<file path="config.mk">
export PLATFORM = sky130hd
export DESIGN_NAME = exec_cycle_ctrl_flat
export DESIGN_NICKNAME = d
export VERILOG_FILES = /design/src/rtl/exec_cycle_ctrl_if.sv /design/src/rtl/exec_cycle_ctrl.sv /design/src/flat_wrapper.sv
export SDC_FILE = /design/constraint.sdc
export NUM_CORES = 1
export LEC_CHECK = 0
export CAP_MARGIN = 10
export CORE_MARGIN = 3
export CORE_UTILIZATION = 26
export CTS_CLUSTER_DIAMETER = 80
export DETAILED_ROUTE_END_ITERATION = 7
export GPL_TIMING_DRIVEN = 1
export MAX_ROUTING_LAYER = met4
export PLACE_DENSITY_LB_ADDON = 0.05
export SETUP_SLACK_MARGIN = 0.15
export SYNTH_ARGS = -nofsm -noshare
export SYNTH_HDL_FRONTEND = slang
export SYNTH_SLANG_ARGS = --single-unit
</file>
<file path="constraint.sdc">
create_clock -name clk -period 3.4 [get_ports clk]
set_clock_uncertainty 0.05 [all_clocks]
set_input_delay 0.34 -clock clk [delete_from_list [all_inputs] [get_ports clk]]
set_output_delay 0.34 -clock clk [all_outputs]
set_load 0.005 [all_outputs]
</file>
<file path="src/rtl/exec_cycle_ctrl_if.sv">
// rtl/exec_cycle_ctrl_if.sv - sequencer control bus; carries `retired` when RETIRE_COUNT_EN is defined.
interface exec_cycle_ctrl_if;
  logic        run;
  logic [31:0] instruction;
  logic        mem_ready;
  logic        branch_taken;
  logic        pc_en;
  logic [1:0]  pc_sel;
  logic        ir_load;
  logic        alu_en;
  logic        mem_read;
  logic        mem_write;
  logic        reg_write;
  logic [2:0]  state;
  logic        halted;
  logic        fault;
`ifdef RETIRE_COUNT_EN
  logic [31:0] retired;

  modport master (
    input  run, instruction, mem_ready, branch_taken,
    output pc_en, pc_sel, ir_load, alu_en, mem_read, mem_write, reg_write,
           state, halted, fault, retired
  );
  modport slave (
    output run, instruction, mem_ready, branch_taken,
    input  pc_en, pc_sel, ir_load, alu_en, mem_read, mem_write, reg_write,
           state, halted, fault, retired
  );
`else
  modport master (
    input  run, instruction, mem_ready, branch_taken,
    output pc_en, pc_sel, ir_load, alu_en, mem_read, mem_write, reg_write,
           state, halted, fault
  );
  modport slave (
    output run, instruction, mem_ready, branch_taken,
    input  pc_en, pc_sel, ir_load, alu_en, mem_read, mem_write, reg_write,
           state, halted, fault
  );
`endif
endinterface

</file>
<file path="src/rtl/exec_cycle_ctrl.sv">
// rtl/exec_cycle_ctrl.sv - multi-cycle fetch/decode/execute/memory/writeback sequencer.
// Optional retired-instruction counter enabled by RETIRE_COUNT_EN.
module exec_cycle_ctrl #(
  parameter int MEM_WAIT_MAX = 15
) (
  input logic               clk,
  input logic               reset,
  exec_cycle_ctrl_if.master bus
);
  localparam logic [2:0] S_IDLE      = 3'd0;
  localparam logic [2:0] S_FETCH     = 3'd1;
  localparam logic [2:0] S_DECODE    = 3'd2;
  localparam logic [2:0] S_EXECUTE   = 3'd3;
  localparam logic [2:0] S_MEMORY    = 3'd4;
  localparam logic [2:0] S_WRITEBACK = 3'd5;
  localparam logic [2:0] S_HALT      = 3'd6;
  localparam logic [2:0] S_FAULT     = 3'd7;

  localparam logic [5:0] OP_R    = 6'h00;
  localparam logic [5:0] OP_J    = 6'h02;
  localparam logic [5:0] OP_BEQ  = 6'h04;
  localparam logic [5:0] OP_LW   = 6'h23;
  localparam logic [5:0] OP_SW   = 6'h2B;
  localparam logic [5:0] OP_HALT = 6'h3F;

  localparam logic [7:0] WAIT_LAST = 8'(MEM_WAIT_MAX - 1);

  logic [2:0] state_q, state_d;
  logic [5:0] op_q;
  logic [7:0] wait_q, wait_d;
  logic       pc_en_c;
  logic [1:0] pc_sel_c;
  logic       is_mem_op;
  logic       unused_instr_bits;

  assign is_mem_op         = (op_q == OP_LW) || (op_q == OP_SW);
  assign unused_instr_bits = ^bus.instruction[25:0];

  // pc_sel is only non-zero while pc_en is asserted; BEQ follows branch_taken live.
  always_comb begin
    pc_en_c  = 1'b0;
    pc_sel_c = 2'b00;
    case (state_q)
      S_EXECUTE: begin
        if (!((op_q == OP_R) || is_mem_op || (op_q == OP_HALT))) begin
          pc_en_c = 1'b1;
          if (op_q == OP_BEQ) begin
            pc_sel_c = bus.branch_taken ? 2'b01 : 2'b00;
          end else if (op_q == OP_J) begin
            pc_sel_c = 2'b10;
          end
        end
      end
      S_MEMORY:    pc_en_c = (op_q == OP_SW) && bus.mem_ready;
      S_WRITEBACK: pc_en_c = 1'b1;
      default:     pc_en_c = 1'b0;
    endcase
  end

  always_comb begin
    state_d = state_q;
    wait_d  = wait_q;
    case (state_q)
      S_IDLE:   if (bus.run) state_d = S_FETCH;
      S_FETCH:  state_d = S_DECODE;
      S_DECODE: state_d = S_EXECUTE;
      S_EXECUTE: begin
        if (op_q == OP_R) begin
          state_d = S_WRITEBACK;
        end else if (is_mem_op) begin
          state_d = S_MEMORY;
          wait_d  = 8'd0;
        end else if (op_q == OP_HALT) begin
          state_d = S_HALT;
        end
      end
      S_MEMORY: begin
        if (bus.mem_ready) begin
          if (op_q == OP_LW) state_d = S_WRITEBACK;
        end else if (wait_q == WAIT_LAST) begin
          state_d = S_FAULT;
        end else begin
          wait_d = wait_q + 8'd1;
        end
      end
      default: state_d = state_q;
    endcase
    // Every retiring cycle is an instruction boundary.
    if (pc_en_c) state_d = bus.run ? S_FETCH : S_IDLE;
  end

  always_ff @(posedge clk or posedge reset) begin
    if (reset) begin
      state_q <= S_IDLE;
      op_q    <= 6'd0;
      wait_q  <= 8'd0;
    end else begin
      state_q <= state_d;
      wait_q  <= wait_d;
      if (state_q == S_DECODE) op_q <= bus.instruction[31:26];
    end
  end

  assign bus.pc_en     = pc_en_c;
  assign bus.pc_sel    = pc_sel_c;
  assign bus.ir_load   = (state_q == S_FETCH);
  assign bus.alu_en    = (state_q == S_EXECUTE);
  assign bus.mem_read  = (state_q == S_MEMORY) && (op_q == OP_LW);
  assign bus.mem_write = (state_q == S_MEMORY) && (op_q == OP_SW);
  assign bus.reg_write = (state_q == S_WRITEBACK);
  assign bus.state     = state_q;
  assign bus.halted    = (state_q == S_HALT);
  assign bus.fault     = (state_q == S_FAULT);

`ifdef RETIRE_COUNT_EN
  logic [31:0] retired_q;

  always_ff @(posedge clk or posedge reset) begin
    if (reset) begin
      retired_q <= 32'd0;
    end else if (pc_en_c) begin
      retired_q <= retired_q + 32'd1;
    end
  end

  assign bus.retired = retired_q;
`endif
endmodule

</file>
<file path="src/flat_wrapper.sv">
// flat-port wrapper written by rule: the top's interface ports become plain ports
module exec_cycle_ctrl_flat 
#(
  parameter int MEM_WAIT_MAX = 15
)
  (clk, reset, bus_run, bus_instruction, bus_mem_ready, bus_branch_taken, bus_pc_en, bus_pc_sel, bus_ir_load, bus_alu_en, bus_mem_read, bus_mem_write, bus_reg_write, bus_state, bus_halted, bus_fault);
  exec_cycle_ctrl_if bus_i ();
  input logic clk;
  input logic reset;
  input wire logic [$bits(bus_i.run)-1:0] bus_run;
  input wire logic [$bits(bus_i.instruction)-1:0] bus_instruction;
  input wire logic [$bits(bus_i.mem_ready)-1:0] bus_mem_ready;
  input wire logic [$bits(bus_i.branch_taken)-1:0] bus_branch_taken;
  output wire logic [$bits(bus_i.pc_en)-1:0] bus_pc_en;
  output wire logic [$bits(bus_i.pc_sel)-1:0] bus_pc_sel;
  output wire logic [$bits(bus_i.ir_load)-1:0] bus_ir_load;
  output wire logic [$bits(bus_i.alu_en)-1:0] bus_alu_en;
  output wire logic [$bits(bus_i.mem_read)-1:0] bus_mem_read;
  output wire logic [$bits(bus_i.mem_write)-1:0] bus_mem_write;
  output wire logic [$bits(bus_i.reg_write)-1:0] bus_reg_write;
  output wire logic [$bits(bus_i.state)-1:0] bus_state;
  output wire logic [$bits(bus_i.halted)-1:0] bus_halted;
  output wire logic [$bits(bus_i.fault)-1:0] bus_fault;
  assign bus_i.run = bus_run;
  assign bus_i.instruction = bus_instruction;
  assign bus_i.mem_ready = bus_mem_ready;
  assign bus_i.branch_taken = bus_branch_taken;
  assign bus_pc_en = bus_i.pc_en;
  assign bus_pc_sel = bus_i.pc_sel;
  assign bus_ir_load = bus_i.ir_load;
  assign bus_alu_en = bus_i.alu_en;
  assign bus_mem_read = bus_i.mem_read;
  assign bus_mem_write = bus_i.mem_write;
  assign bus_reg_write = bus_i.reg_write;
  assign bus_state = bus_i.state;
  assign bus_halted = bus_i.halted;
  assign bus_fault = bus_i.fault;
  exec_cycle_ctrl #(.MEM_WAIT_MAX(MEM_WAIT_MAX)) u_core (.clk(clk), .reset(reset), .bus(bus_i));
endmodule
</file>
==> flow_summary.json, run 1 <==
{
  "status": "finished clean",
  "cts-htree-levels": 1,
  "synth_area_leaders": "dfrtp_1, mux2i_1, mux2_1",
  "synth_warnings": 0,
  "finalCriticalPeriod_ps": 2760,
  "drv_slew": 0,
  "vdd_ir_drop_max_v": 0.000139,
  "areaGrowthSynthToFinish_pct": 26.6,
  "fin_setup_tns_ps": 0,
  "regToRegStartpoint": "u_core.bus.state[2]$_DFFE_PP0P_",
  "whs_ps": 419,
  "post_dp_cell_area_mm2": 0.00141,
  "critPathMaxStageDelay_ps": 500,
  "synth_seq_cells": 17,
  "grt_pass1_wl_mm": 4.85,
  "initial_utilization_pct": 27.7,
  "finalNonFillerCells": 189,
  "cpMaxStageDelayCell": "clkdlybuf4s50_1",
  "slew_headroom_pct": 55.7,
  "cts-root-buf": "clkbuf_8",
  "criticalPathCategory": "reg2out",
  "die_h_um": 72.5,
  "cp_max_fo": 5,
  "cts_sinks": 17,
  "final_common_cell": "clkdlybuf4s50_1",
  "synth_area_leader_cell": "dfrtp_1",
  "gr-total-overflow": 0,
  "chipWidth_um": 72.5,
  "end_kind": "primary output",
  "vias_per_cell": 5.10,
  "p_per_area_mw_per_mm2": 258,
  "placed_cells": 185,
  "grt_max_degree": 18,
  "rows": 23,
  "clock_latency_ps": 260,
  "max_cap_viol_count": 0,
  "via_count": 963,
  "drt_iter0_markers": 64,
  "worstPathCellList": "nor4_2, o21ai_0, a221o_1, nor2_1, clkdlybuf4s50_1",
  "io_buffers": 23,
  "fin_area_mm2": 0.00145,
  "crit_family": "simple AND/OR/NAND/NOR gates",
  "netlist.area_leader.share_pct": 37.0,
  "firstDrtPassIters": 4,
  "finalCritPeriodShare_pct": 81.1,
  "postCtsHoldBufs": 0,
  "rsz0062_at_grt": "no",
  "worst_r2r_endpoint": "u_core.bus.state[0]$_DFFE_PP0P_",
  "hpwl_mm": 2.03,
  "antenna_cells": 0,
  "drtAntennaViolNets": 0,
  "worst_ep_required_time_ps": 3010,
  "synth_nets": 157,
  "most-common-layout-cells": "clkdlybuf4s50_1, dfrtp_1, nor2_1, inv_1",
  "die_area_mm2": 0.00525,
  "final_layout_size_suffix_gt1_share_pct": 10.8,
  "cts_buffer_depth": 2,
  "critPathBufInv": 1,
  "nets": 179,
  "clk_pin_slew_ps": 70,
  "cts_buffers": 3,
  "yosysUniqueCellTypes": 48,
  "grt_pass1_vias": 975,
  "ff2ff_setup_slack_ps": 1490,
  "finalHoldViolations": 0,
  "yosysSeqAreaShare_pct": 37.0,
  "cts_resized": 0,
  "p_leak_nw": 0.605,
  "core_area_mm2": 0.00414,
  "post_cts_buffers": 0,
  "ios": 50,
  "fin_util_pct": 35.1,
  "routed_wl_mm": 2.73,
  "antenna_found_initial": 0,
  "synthesis.area_mm2": 0.00115,
  "syn_area_per_cell_um2": 9.73,
  "arrival_ps": 2370,
  "grt_use_total_pct": 12.1,
  "netlist_instances": 118,
  "wl_per_cell_um": 14.5,
  "ys.flop_type": "dfrtp_1",
  "worstRegToRegCells": 4,
  "holdCritPathClass": "in2async",
  "async_reset_ff_share_pct": 100,
  "place_congestion": 0.772,
  "tightest_slew_ps": 664,
  "setup_violations": 0,
  "clock.fmax_mhz": 363,
  "synth_edf_count": 0,
  "tritoncts": "done",
  "drc_errors": 0,
  "startpoint_type": "register"
}
[flip-flops by register name (all words and copies together) (netlist names)]
name / count
u_core.op_q: 6
u_core.bus.state: 3
u_core.wait_q: 8
[report_power, final]
group	internal [mW]	switching, mW	total [mW]
registers	0.202	0	0.202
logic	0.0102	0.00683	0.0171
clock network	0.0814	0.0743	0.156
total	0.294	0.0811	0.375
[kinds of logic after synthesis]
logic type	share of synthesized area (%)
AO/OA/AOI/OAI	18.6
AND/OR/NAND/NOR	26.5
buffers and inverters	5.55
flip-flops	37.0
multiplexers	10.1
adder cells (fa/ha/maj)	2.18
[cell type report]
type                       instances  area [um^2]
fill                             435         2690
multi-input combinational         87          659
sequential                        17          425
timing repair buffer              23          230
tap                               50         62.6
clock buffer                       3         41.3
inverter                           8         30.0
clock inverter                     1         5.00
[cell usage after synthesis (2+ instances only)]
cell type	number
dfrtp_1	17
nand3b_1	2
ha_1	2
mux2i_1	6
nor3b_1	2
and3_1	4
mux2_1	5
inv_1	8
nand2_1	5
o21ai_0	2
buf_2	3
nor2_1	10
nand3_1	6
and2_1	2
nand4_1	3
o21ai_1	4
a21oi_1	6
[stage by stage]
stage	power, mW	setup WS [ps]
2_1_floorplan	0.209	1580
3_3_place_gp	0.224	865
3_5_place_dp	0.224	882
4_1_cts	0.382	594
5_1_grt	0.392	484
6_report	0.375	643
[how the worst max path moves through the flow]
| stage | cells after the start | to | slack, ps | startpoint |
|---|---|---|---|---|
| 6_report | 5 | bus_fault | 640 | u_core.op_q[5]$_DFFE_PP0P_ |
| 5_1_grt | 5 | bus_fault | 480 | u_core.bus.state[2]$_DFFE_PP0P_ |
| 4_1_cts | 5 | bus_fault | 590 | u_core.op_q[5]$_DFFE_PP0P_ |
| 3_5_place_dp | 5 | bus_fault | 880 | u_core.op_q[5]$_DFFE_PP0P_ |
| 3_3_place_gp | 5 | bus_fault | 860 | u_core.op_q[5]$_DFFE_PP0P_ |
| 2_1_floorplan | 5 | bus_fault | 1580 | u_core.op_q[1]$_DFFE_PP0P_ |
[routing by layer]
layer	wire length, um	vias to the layer above	track usage, %
li1	-	482	-
met1	1400	460	16.4
met2	1190	17	17.8
met3	98	4	1.80
met4	48	0	5.53
met5	0	-	-
(Power assumes the default switching activity.)
==> run 2: changes to the inputs <==
Clock period 3.4 ns to 2.88 ns, I/O delays scaled along.
==> flow_summary.json, run 2 (same netlist as run 1, synthesis figures left out) <==
{
  "die_area_mm2": 0.00525,
  "p_switching_mw": 0.0884,
  "finalCritPeriodShare_pct": 88.6,
  "cts_resized": 0,
  "cts-htree-levels": 1,
  "antenna_found_initial": 0,
  "startpoint_type": "register",
  "firstDrtPassIters": 4,
  "grt_use_total_pct": 11.8,
  "arrival_ps": 2210,
  "fin_setup_tns_ps": 0,
  "tritoncts": "done",
  "most-common-layout-cells": "clkdlybuf4s50_1, dfrtp_1, nor2_1, inv_1",
  "clock_power_share_pct": 40.5,
  "pwr-share-seq_pct": 54.9,
  "grt_pass1_vias": 960,
  "cts_buffers": 3,
  "vias_per_cell": 5.07,
  "core_area_mm2": 0.00414,
  "rsz0062_at_grt": "no",
  "postCtsHoldBufs": 0,
  "ios": 50,
  "p_leak_nw": 0.624,
  "p_per_area_mw_per_mm2": 293,
  "drc_errors": 0,
  "finalHoldViolations": 0,
  "drtAntennaViolNets": 0,
  "grt_pass1_wl_mm": 4.78,
  "clk_pin_slew_ps": 70,
  "power.share.combinational_pct": 4.6,
  "fillers": 446,
  "io_buffers": 23,
  "routed_wl_mm": 2.75,
  "setup_violations": 0,
  "drt_iter0_markers": 60,
  "post_cts_buffers": 0,
  "internal-power_mw": 0.347,
  "antenna_cells": 0,
  "cts-root-buf": "clkbuf_8",
  "holdCritPathClass": "in2async",
  "largest_reg_flops": 8,
  "final_layout_size_suffix_gt1_share_pct": 13.3,
  "worst_ep_required_time_ps": 2540,
  "clock_latency_ps": 250,
  "areaGrowthSynthToFinish_pct": 29.2,
  "p_sw_share_pct": 20.3,
  "vdd_ir_drop_max_v": 0.000171,
  "status": "finished clean",
  "chipWidth_um": 72.5,
  "drv_slew": 0,
  "worstRegToRegCells": 5,
  "regMostFlops": "u_core.wait_q",
  "nets": 183,
  "criticalPathCategory": "reg2out",
  "tightest_slew_ps": 675,
  "final_common_cell": "clkdlybuf4s50_1",
  "wl_per_cell_um": 14.2,
  "grt_max_degree": 18,
  "gr-total-overflow": 0,
  "finalCriticalPeriod_ps": 2550,
  "via_count": 979,
  "slew_headroom_pct": 54.9,
  "cts_sinks": 17,
  "clock.fmax_mhz": 392,
  "die_h_um": 72.5,
  "hpwl_mm": 2.14,
  "place_congestion": 0.797,
  "end_kind": "primary output",
  "max_cap_viol_count": 0,
  "cp_max_fo": 5,
  "total_power_mw": 0.435,
  "cts_buffer_depth": 2,
  "rows": 23,
  "initial_utilization_pct": 27.7
}
run 2: changes by cell type in the layout (fill, tap and decap cells not counted), sizes merged:
| cell | change |
|---|---|
| buf | +4 |
run 2: critical path: stages (launching register included):
cell	delay, ps
dfrtp_1	420
nor4_2	340
o21ai_0	130
a221o_1	440
nor2_1	140
clkdlybuf4s50_1	500
run 2: stage by stage:
| stage | std cells | utilization, % | cell area [um^2] | setup slack [ps] | hold slack, ps |
|---|---|---|---|---|---|
| floorplan | 118 | - | 1150 | 1110 | 164 |
| global placement | 189 | 34.7 | 1440 | 558 | 465 |
| detailed placement | 189 | 34.7 | 1440 | 576 | 471 |
| CTS | 193 | 35.8 | 1480 | 300 | 417 |
| global route | 193 | 35.8 | 1480 | 157 | 442 |
| finish | 193 | 35.8 | 1480 | 328 | 388 |
run 2: power by group through the flow:
stage	registers, mW	logic (mW)	clock network [mW]
finish	0.239	0.0202	0.176
global route	0.238	0.0220	0.203
CTS	0.239	0.0209	0.182
detailed placement	0.243	0.0207	0
global placement	0.243	0.0207	0
floorplan	0.243	0.00404	0
run 2: path summary, 6_finish.rpt:
kind | startpoint | end | slack (ps)
setup / recovery | u_core.op_q[5]$_DFFE_PP0P_ | bus_fault | 330
hold / removal | reset | u_core.wait_q[1]$_DFFE_PP0P_ | 390
setup reg to reg | u_core.bus.state[0]$_DFFE_PP0P_ | u_core.bus.state[0]$_DFFE_PP0P_ | 970
hold reg to reg | u_core.wait_q[7]$_DFFE_PP0P_ | u_core.wait_q[7]$_DFFE_PP0P_ | 470
max in group asynchronous | reset | u_core.bus.state[2]$_DFFE_PP0P_ | 1960
min in group clk | u_core.wait_q[7]$_DFFE_PP0P_ | u_core.wait_q[7]$_DFFE_PP0P_ | 470
run 2: layout make-up:
| class | instances | area, um^2 | area share [%] |
|---|---|---|---|
| Clock buffer | 3 | 41.3 | 2.78 |
| Inverter | 8 | 30.0 | 2.02 |
| Multi-Input combinational cell | 87 | 659 | 44.4 |
| Timing Repair Buffer | 27 | 260 | 17.5 |
| Sequential cell | 17 | 425 | 28.7 |
| Tap cell | 50 | 62.6 | 4.22 |
| Clock inverter | 1 | 5.00 | 0.337 |
run 2: layer usage:
metal | GRT usage [%] | part of all wire [%] | vias to the layer above
li1 | - | - | 488
met1 | 16.2 | 49 | 471
met2 | 18.2 | 46 | 18
met3 | 1.94 | 4.3 | 2
met4 | 3.07 | 0.73 | 0
met5 | - | 0 | -
